[src/rtl/ps2_pkg.sv]
// Shared constants and state encoding for the PS/2 Set-2 scan-code decoder.
package ps2_pkg;

  localparam logic [7:0] PS2_EXT         = 8'hE0;
  localparam logic [7:0] PS2_BRK         = 8'hF0;
  localparam logic [7:0] PS2_PAUSE       = 8'hE1;
  localparam logic [7:0] PS2_BAT_OK      = 8'hAA;
  localparam logic [7:0] PS2_ERR         = 8'hFC;
  localparam logic [7:0] PS2_ERR_00      = 8'h00;
  localparam logic [7:0] PS2_ERR_FF      = 8'hFF;
  localparam logic [7:0] PS2_ACK         = 8'hFA;
  localparam logic [7:0] PS2_ECHO        = 8'hEE;
  localparam logic [7:0] PS2_RESEND      = 8'hFE;
  localparam logic [7:0] PS2_FAKE_LSHIFT = 8'h12;
  localparam logic [7:0] PS2_FAKE_RSHIFT = 8'h59;

  localparam int PAUSE_TAIL_LEN = 7;

  typedef enum logic [2:0] {
    S_IDLE,
    S_EXT,
    S_BRK,
    S_EXT_BRK,
    S_PAUSE
  } state_t;

  function automatic logic is_fake_shift(input logic [7:0] b);
    return (b == PS2_FAKE_LSHIFT) || (b == PS2_FAKE_RSHIFT);
  endfunction

endpackage

[src/rtl/ps2_scancode_decoder_if.sv]
// Byte-in / key-event-out bundle between the PS/2 receive path and the decoder.
interface ps2_scancode_decoder_if;
  logic [7:0] rx_data;
  logic       rx_done;
  logic       key_valid;
  logic [7:0] key_code;
  logic       key_ext;
  logic       key_break;
  logic       bat_ok;
  logic       kb_err;

  modport master (
    output rx_data, rx_done,
    input  key_valid, key_code, key_ext, key_break, bat_ok, kb_err
  );

  modport slave (
    input  rx_data, rx_done,
    output key_valid, key_code, key_ext, key_break, bat_ok, kb_err
  );
endinterface

[src/rtl/ps2_seq_timer.sv]
// Inter-byte watchdog: counts while enabled, expire is high on the last allowed cycle.
module ps2_seq_timer #(
  parameter int TIMEOUT_CYCLES = 2_500_000
) (
  input  logic clk,
  input  logic rst,
  input  logic clear,
  input  logic enable,
  output logic expire
);

  localparam int W = $clog2(TIMEOUT_CYCLES);

  logic [W-1:0] cnt;

  always_ff @(posedge clk) begin
    if (rst)         cnt <= '0;
    else if (clear)  cnt <= '0;
    else if (enable) cnt <= cnt + W'(1);
  end

  // clear masks expiry so a byte arriving on the final cycle takes priority
  assign expire = enable && !clear && (cnt == W'(TIMEOUT_CYCLES - 1));

endmodule

[src/rtl/ps2_scancode_decoder.sv]
// Set-2 scan-code sequence decoder: one key event per make/break, Pause, BAT and error reporting.
// Optional PS2_TYPEMATIC_FILTER_EN drops auto-repeat makes of the currently held key.
module ps2_scancode_decoder
  import ps2_pkg::*;
#(
  parameter int TIMEOUT_CYCLES = 2_500_000
) (
  input logic                  clk,
  input logic                  rst,
  ps2_scancode_decoder_if.slave bus
);

  state_t     state;
  logic       rx_done_q;
  logic       byte_acc;
  logic [2:0] pause_cnt;
  logic       expire;
  logic       emit_now;
  logic       drop;
  logic [7:0] ev_code;
  logic       ev_ext;
  logic       ev_brk;

  assign byte_acc = bus.rx_done & ~rx_done_q;

  ps2_seq_timer #(.TIMEOUT_CYCLES(TIMEOUT_CYCLES)) u_timer (
    .clk    (clk),
    .rst    (rst),
    .clear  (byte_acc | (state == S_IDLE)),
    .enable (state != S_IDLE),
    .expire (expire)
  );

  assign ev_code = (state == S_PAUSE) ? PS2_PAUSE : bus.rx_data;
  assign ev_ext  = (state == S_EXT) || (state == S_EXT_BRK);
  assign ev_brk  = (state == S_BRK) || (state == S_EXT_BRK);

  always_comb begin
    emit_now = 1'b0;
    if (byte_acc) begin
      case (state)
        S_IDLE: begin
          case (bus.rx_data)
            PS2_EXT, PS2_BRK, PS2_PAUSE, PS2_BAT_OK, PS2_ERR, PS2_ERR_00,
            PS2_ERR_FF, PS2_ACK, PS2_ECHO, PS2_RESEND: emit_now = 1'b0;
            default:                                   emit_now = 1'b1;
          endcase
        end
        S_EXT:     emit_now = (bus.rx_data != PS2_BRK) && !is_fake_shift(bus.rx_data);
        S_BRK:     emit_now = 1'b1;
        S_EXT_BRK: emit_now = !is_fake_shift(bus.rx_data);
        S_PAUSE:   emit_now = (pause_cnt == 3'd1);
        default:   emit_now = 1'b0;
      endcase
    end
  end

`ifdef PS2_TYPEMATIC_FILTER_EN
  logic       held_vld;
  logic [7:0] held_code;
  logic       held_ext;
  logic       held_match;

  assign held_match = held_vld && (held_code == ev_code) && (held_ext == ev_ext);
  assign drop       = !ev_brk && held_match;
`else
  assign drop = 1'b0;
`endif

  always_ff @(posedge clk) begin
    if (rst) begin
      state         <= S_IDLE;
      rx_done_q     <= 1'b0;
      pause_cnt     <= '0;
      bus.key_valid <= 1'b0;
      bus.key_code  <= '0;
      bus.key_ext   <= 1'b0;
      bus.key_break <= 1'b0;
      bus.bat_ok    <= 1'b0;
      bus.kb_err    <= 1'b0;
`ifdef PS2_TYPEMATIC_FILTER_EN
      held_vld      <= 1'b0;
      held_code     <= '0;
      held_ext      <= 1'b0;
`endif
    end else begin
      rx_done_q     <= bus.rx_done;
      bus.key_valid <= 1'b0;
      bus.bat_ok    <= 1'b0;
      bus.kb_err    <= 1'b0;

      if (emit_now && !drop) begin
        bus.key_valid <= 1'b1;
        bus.key_code  <= ev_code;
        bus.key_ext   <= ev_ext;
        bus.key_break <= ev_brk;
      end

`ifdef PS2_TYPEMATIC_FILTER_EN
      if (emit_now) begin
        if (!ev_brk) begin
          held_vld  <= 1'b1;
          held_code <= ev_code;
          held_ext  <= ev_ext;
        end else if (held_match) begin
          held_vld  <= 1'b0;
        end
      end
`endif

      if (byte_acc) begin
        case (state)
          S_IDLE: begin
            case (bus.rx_data)
              PS2_EXT:   state <= S_EXT;
              PS2_BRK:   state <= S_BRK;
              PS2_PAUSE: begin
                state     <= S_PAUSE;
                pause_cnt <= 3'(PAUSE_TAIL_LEN);
              end
              PS2_BAT_OK:                    bus.bat_ok <= 1'b1;
              PS2_ERR, PS2_ERR_00, PS2_ERR_FF: bus.kb_err <= 1'b1;
              default: ;
            endcase
          end
          S_EXT:     state <= (bus.rx_data == PS2_BRK) ? S_EXT_BRK : S_IDLE;
          S_BRK:     state <= S_IDLE;
          S_EXT_BRK: state <= S_IDLE;
          S_PAUSE: begin
            pause_cnt <= pause_cnt - 3'd1;
            if (pause_cnt == 3'd1) state <= S_IDLE;
          end
          default:   state <= S_IDLE;
        endcase
      end else if (expire) begin
        bus.kb_err <= 1'b1;
        state      <= S_IDLE;
        pause_cnt  <= '0;
      end
    end
  end

endmodule

[src/flat_wrapper.sv]
// flat-port wrapper written by rule: the top's interface ports become plain ports
module ps2_scancode_decoder_flat import ps2_pkg::*;
#(
  parameter int TIMEOUT_CYCLES = 2_500_000
)
  (clk, rst, bus_rx_data, bus_rx_done, bus_key_valid, bus_key_code, bus_key_ext, bus_key_break, bus_bat_ok, bus_kb_err);
  ps2_scancode_decoder_if bus_i ();
  input logic clk;
  input logic rst;
  input wire logic [$bits(bus_i.rx_data)-1:0] bus_rx_data;
  input wire logic [$bits(bus_i.rx_done)-1:0] bus_rx_done;
  output wire logic [$bits(bus_i.key_valid)-1:0] bus_key_valid;
  output wire logic [$bits(bus_i.key_code)-1:0] bus_key_code;
  output wire logic [$bits(bus_i.key_ext)-1:0] bus_key_ext;
  output wire logic [$bits(bus_i.key_break)-1:0] bus_key_break;
  output wire logic [$bits(bus_i.bat_ok)-1:0] bus_bat_ok;
  output wire logic [$bits(bus_i.kb_err)-1:0] bus_kb_err;
  assign bus_i.rx_data = bus_rx_data;
  assign bus_i.rx_done = bus_rx_done;
  assign bus_key_valid = bus_i.key_valid;
  assign bus_key_code = bus_i.key_code;
  assign bus_key_ext = bus_i.key_ext;
  assign bus_key_break = bus_i.key_break;
  assign bus_bat_ok = bus_i.bat_ok;
  assign bus_kb_err = bus_i.kb_err;
  ps2_scancode_decoder #(.TIMEOUT_CYCLES(TIMEOUT_CYCLES)) u_core (.clk(clk), .rst(rst), .bus(bus_i));
endmodule
[config.mk]
export PLATFORM = sky130hd
export DESIGN_NAME = ps2_scancode_decoder_flat
export DESIGN_NICKNAME = d
export VERILOG_FILES = /design/src/rtl/ps2_pkg.sv /design/src/rtl/ps2_scancode_decoder_if.sv /design/src/rtl/ps2_seq_timer.sv /design/src/rtl/ps2_scancode_decoder.sv /design/src/flat_wrapper.sv
export SDC_FILE = /design/constraint.sdc
export NUM_CORES = 1
export LEC_CHECK = 0
export ABC_AREA = 1
export CAP_MARGIN = 0
export CORE_AREA = 2 2 88 56
export CTS_BUF_LIST = sky130_fd_sc_hd__clkbuf_8
export DETAILED_ROUTE_END_ITERATION = 6
export DIE_AREA = 0 0 90 58
export GPL_ROUTABILITY_DRIVEN = 0
export PLACE_DENSITY = 0.86
export SYNTH_ARGS = -nofsm -noshare
export SYNTH_HDL_FRONTEND = slang
export SYNTH_SLANG_ARGS = --single-unit
[constraint.sdc]
create_clock -name clk -period 2 [get_ports clk]
set_clock_uncertainty 0.15 [all_clocks]
set_input_delay 0.4 -clock clk [delete_from_list [all_inputs] [get_ports clk]]
set_output_delay 0.4 -clock clk [all_outputs]
set_load 0.02 [all_outputs]
Word level (Yosys, flattened, before mapping):

Index checks and enable logic that the tools add are counted.

* add/sub/neg operators: 2
* equality and inequality tests: 22
* mux-type cells: 19
* bitwise operators: 5
* reduce and logical (&&, ||, !) cells: 18

Operator list (count)
* 8-bit == test (second input constant): 9
* 22-bit by 1-bit adder with 22-bit output (second input constant): 1
* 22-bit == test (second input constant): 1
* 3-bit one-hot mux with 3 select lines: 2
* 3-bit two-way mux: 5
* 10-bit OR reduction: 1
* 3-bit != test (second input constant): 3
* 8-bit by 5-bit == test with 1-bit output (second input constant): 1
* 8-bit by 7-bit == test with 1-bit output (second input constant): 1
* 8-bit zero test: 1
* 1-bit two-way mux: 8
* 8-bit two-way mux: 1
* 8-bit != test (second input constant): 1
* 3-bit by 1-bit == test with 1-bit output (second input constant): 2
* 3-bit by 2-bit == test with 1-bit output (second input constant): 2
* 3-bit one-hot mux with 2 select lines: 1
* 3-bit AND reduction: 2
* 3-bit OR reduction: 2
* 5-bit != test (second input constant): 1
* 1-bit one-hot mux with 5 select lines: 1
* 3-bit == test (second input constant): 1
* 1-bit logical AND: 3
* 3-bit zero test: 1
* 1-bit logical OR: 3
* 9 further kinds: 12

* flip-flop bits (word level): 42
* output and inout port bits: 13
* word-level logic and storage cells: 76

Longest topological paths before layout:

* depth in word-level cells: 8
* depth in mapped cells: 12
* gate-level depth less buffers: 12

Cells and area by module:

Synthesis repeated with hierarchy kept, for this count alone.

* cells, all modules: 406
* area total of the unflattened synthesis: 2657.5 µm²

Modules (own cells, without submodules)
* ps2_seq_timer: instances 1, cells an instance 203, area each 1332.5 µm²
* ps2_scancode_decoder: instances 1, cells an instance 203, area each 1325.0 µm²

Least setup slack after synthesis:

OpenSTA, ideal clock, no wires.

* kind: in2reg
* from: in bus_rx_data[2]
* to: reg u_core.bus.key_code[2]
* setup time: 113 ps
* data arrival time: 1391 ps
* data required time: 1737 ps
* setup slack: 346 ps
* stages: 9
* cells stage by stage: nor2_1 -> nand3_1 -> nor2_4 -> nor2_1 -> nand3_2 -> nand2_4 -> buf_12 -> a21oi_2 -> nor2_2

* word-level cells in the longest chain between the ends: 6
* elaborated cells between the ends (all ways): 21
* classes of those cells: eq/ne: 12; mux: 4; reduce/logical: 5

Ends and longest elaborated chain
* start: declaration: RTL line flat_wrapper.sv:10 `input wire logic [$bits(bus_i.rx_data)-1:0] bus_rx_data;`
* branches (longest 6 deep; another with 10-bit OR reduction)
* end signal: assignment: RTL line ps2_scancode_decoder.sv:94 `bus.key_code <= ev_code;`
* end: declaration: RTL line ps2_scancode_decoder_if.sv:19 `output key_valid, key_code, key_ext, key_break, bat_ok, kb_err`

Several ways; the timed one is not identified.
A chain may end at the register's enable or synchronous reset.

Worst setup path after layout:

* from: reg u_core.u_timer.cnt[0]
* to: reg u_core.state[2]

* word-level cells in the longest chain between the ends: 4

Ends and longest elaborated chain
* start: declaration: RTL line ps2_seq_timer.sv:14 `logic [W-1:0] cnt;`
* start signal: assignment: RTL line ps2_seq_timer.sv:19 `else if (enable) cnt <= cnt + W'(1);`
* 22-bit == test: RTL line ps2_seq_timer.sv:23 `assign expire = enable && !clear && (cnt == W'(TIMEOUT_CYCLES - 1));`
* 1-bit logical AND: RTL line ps2_seq_timer.sv:23
* 2-bit nonzero test (no source line)
* 3-bit AND reduction (no source line)
* end signal: assignment: RTL line ps2_scancode_decoder.sv:126 `S_EXT: state <= (bus.rx_data == PS2_BRK) ? S_EXT_BRK : S_IDLE;`
* end: declaration: RTL line ps2_scancode_decoder.sv:13 `state_t state;`

Every way passes these cells.

==> flow_summary.toml <==
[timing]
max-slew-margin-rel = 0.6881
hold_violations = 0
fin_ws_ns = 0.1145
setup-tns-final_ns = 0
rsz0062_at_grt = "yes"
fin_crit_ns = 1.886
max_freq_ghz = 0.5304
whs_ns = 0.2777
slew_viol_final = 0
finalSetupViolations = 0
tightest_slew_ns = 0.4636
period_share = 0.9428

[logic_synthesis]
synth-xor-area-share = 0.01733
syn_inst = 378
synthAdderAreaFrac = 0.01485
yosys.area_share.simple = 0.4376
synth_compound_area_frac = 0.09851
seq_area_frac_synth = 0.3327
syn_nets = 392
synth-seq-cells = 42
syn_avg_cell_area_sq_um = 6.686
yosysUniqueCellTypes = 31
ys_warn_count = 0
synth_mux_area_frac = 0
synth_area_sq_mm = 0.002527
synth_top_family_by_area = "simple AND/OR/NAND/NOR gates"

[global_route]
grt_pass1_vias = 2266
grt.overflow.total = 0
track_usage = 0.2414
grt_pass1_wl_microns = 10270
grt_max_degree = 21
antenna_found_initial = 0

[clocking]
insertion_delay_ns = 0.30
cts_tree = "done"
cts_max_level = 2
cts_sinks = 42
ctsHoldBuffers = 0
path_clk_slew_ns = 0.08
cts_root_buf = "clkbuf_8"
cts_buffers = 5
clockBufferDepth = 2

[critical_path]
cp.required_ns = 2.04
start_kind = "flip-flop"
crit_path_cell_trace = "ha_1, nand2_1, nor2_4, nand4_1, nor2_1, nand2_1, nand2_1, nand2_1, a21oi_1, nor2_1"
cpLargestDelayFamily = "simple AND/OR/NAND/NOR gates"
regToRegSetupSlack_ns = 0.11
cpMaxStageDelayCell = "dfxtp_2"
slowest_delay_ns = 0.35
critical_path_class = "flip-flop to flip-flop"
crit_fanout = 4
end_kind = "flip-flop"
critPathArrivalTime_ns = 1.93
cp_common_cell = "nand2_1"
crit_buf_inv = 0

[die]
die_area_sq_mm = 0.005220
die_h_microns = 58
die_w_microns = 90
pin_count = 24
std_cell_rows = 19
initial_core_util = 0.5716
coreArea_sq_mm = 0.004422

[layout]
fin_nets = 440
multi_input_area_sq_mm = 0.001540
nFillCells = 342
syn_to_final_growth_pct = 27.08
final_cell_mix = "86 x nand2_1, 48 x nor2_1, 41 x inv_1"
antennaDiodeCount = 0
seq_area_sq_um = 844.6
drive_above_1_share = 0.2319
final_common_cell = "nand2_1"

[routing]
drt_pre_antenna_iters = 5
ant_nets = 0
wl_per_cell_microns = 14.68
via_count = 2718
first_iter_violations = 286
drc_errors = 0
avgViaCountPerCell = 5.547
drt-total-wl_microns = 7193

[run]
drv_cap = 0

[status]
status = "finished, final reports clean"

[power]
power.leakage_nw = 1.284
vdd.ir_drop.worst_mv = 0.3649
p_per_area_mw_per_mm2 = 556.3

[min_path]
hp-class = "flip-flop to flip-flop"

[placement]
io_buffers = 23
dp_slack_ns = -0.3654
dp_hpwl_microns = 4634
[cell type report]
cell class	count	share of cell area
multi-input cells	282	0.4795
flip-flops and latches	42	0.2630
repair buffers	47	0.1484
inverters	48	0.05765
well taps	63	0.02454
clock buffers	5	0.02143
clock inverters	3	0.005454
[synth_stat cells]
cell,count,share of area
nand4_1,7,0.017
nand2_4,4,0.018
nor2_4,8,0.036
nor2_1,56,0.083
nand2_1,90,0.13
inv_1,43,0.064
ha_1,3,0.015
nand3_1,21,0.042
nand3_2,4,0.016
buf_12,1,0.0079
nand3b_1,5,0.015
clkinv_2,2,0.0040
o21ai_0,10,0.020
clkbuf_1,3,0.0045
a21oi_1,22,0.044
buf_2,3,0.0059
nor3_4,1,0.0064
xor2_1,5,0.017
inv_4,1,0.0025
o21ai_1,2,0.0040
or2_0,2,0.0049
buf_4,1,0.0030
nor4_1,1,0.0025
dfxtp_1,42,0.33
nor2_2,5,0.012
buf_6,1,0.0045
a21oi_2,9,0.031
nand2_2,7,0.017
or2_2,1,0.0025
inv_2,2,0.0030
nor3_1,16,0.032
[state kept, by name, summed over array words and instances (netlist names)]
signal / count
u_core.u_timer.cnt: 22
u_core.bus.bat_ok: 1
u_core.state: 3
u_core.bus.key_break: 1
u_core.pause_cnt: 3
u_core.bus.kb_err: 1
u_core.rx_done_q: 1
u_core.bus.key_valid: 1
u_core.bus.key_code: 8
u_core.bus.key_ext: 1
[logic make-up after synthesis]
family,after synthesis
flip-flops,42
adder cells (fa/ha/maj),3
XOR/XNOR,5
buffers and inverters,57
AND/OR/NAND/NOR,228
AO/OA/AOI/OAI,43
[routing by layer]
metal / global-route usage / vias up / part of all wire
met3: 0.04161 / 32 / 0.10
li1: - / 1297 / -
met5: 0 / - / 0
met1: 0.3588 / 1209 / 0.43
met4: 0.05714 / 0 / 0.031
met2: 0.3695 / 180 / 0.43
[final timing paths]
kind,to,from,cells after the start
max,u_core.state[2],u_core.u_timer.cnt[0],10
min,u_core.u_timer.cnt[0],u_core.u_timer.cnt[0],1
max reg2reg,u_core.state[2],u_core.u_timer.cnt[0],10
min reg2reg,u_core.u_timer.cnt[0],u_core.u_timer.cnt[0],1
[per-stage QoR]
step | instances | cell area [sq um] | util | power [mW]
floorplan | 378 | 2527 | - | 1.081
global placement | 476 | 2967 | 0.6709 | 1.189
detailed placement | 476 | 2967 | 0.6709 | 1.197
CTS | 484 | 3063 | 0.6927 | 1.739
global route | 490 | 3212 | 0.7264 | 1.845
finish | 490 | 3212 | 0.7264 | 1.787
[timing repair]
action | 4_1_cts | 5_1_grt
pin swaps | 1 | 10
gates cloned | 0 | 3
setup endpoints to repair | 6 | 20
resized for setup | 3 | 31
setup buffers | 0 | 3
[report_power, final]
| part | internal (mW) | switching (mW) |
|---|---|---|
| Sequential | 0.860 | 0.0177 |
| Combinational | 0.152 | 0.207 |
| Clock | 0.242 | 0.309 |
| Total | 1.25 | 0.534 |
No activity file was read; power rests on OpenSTA's default activity.
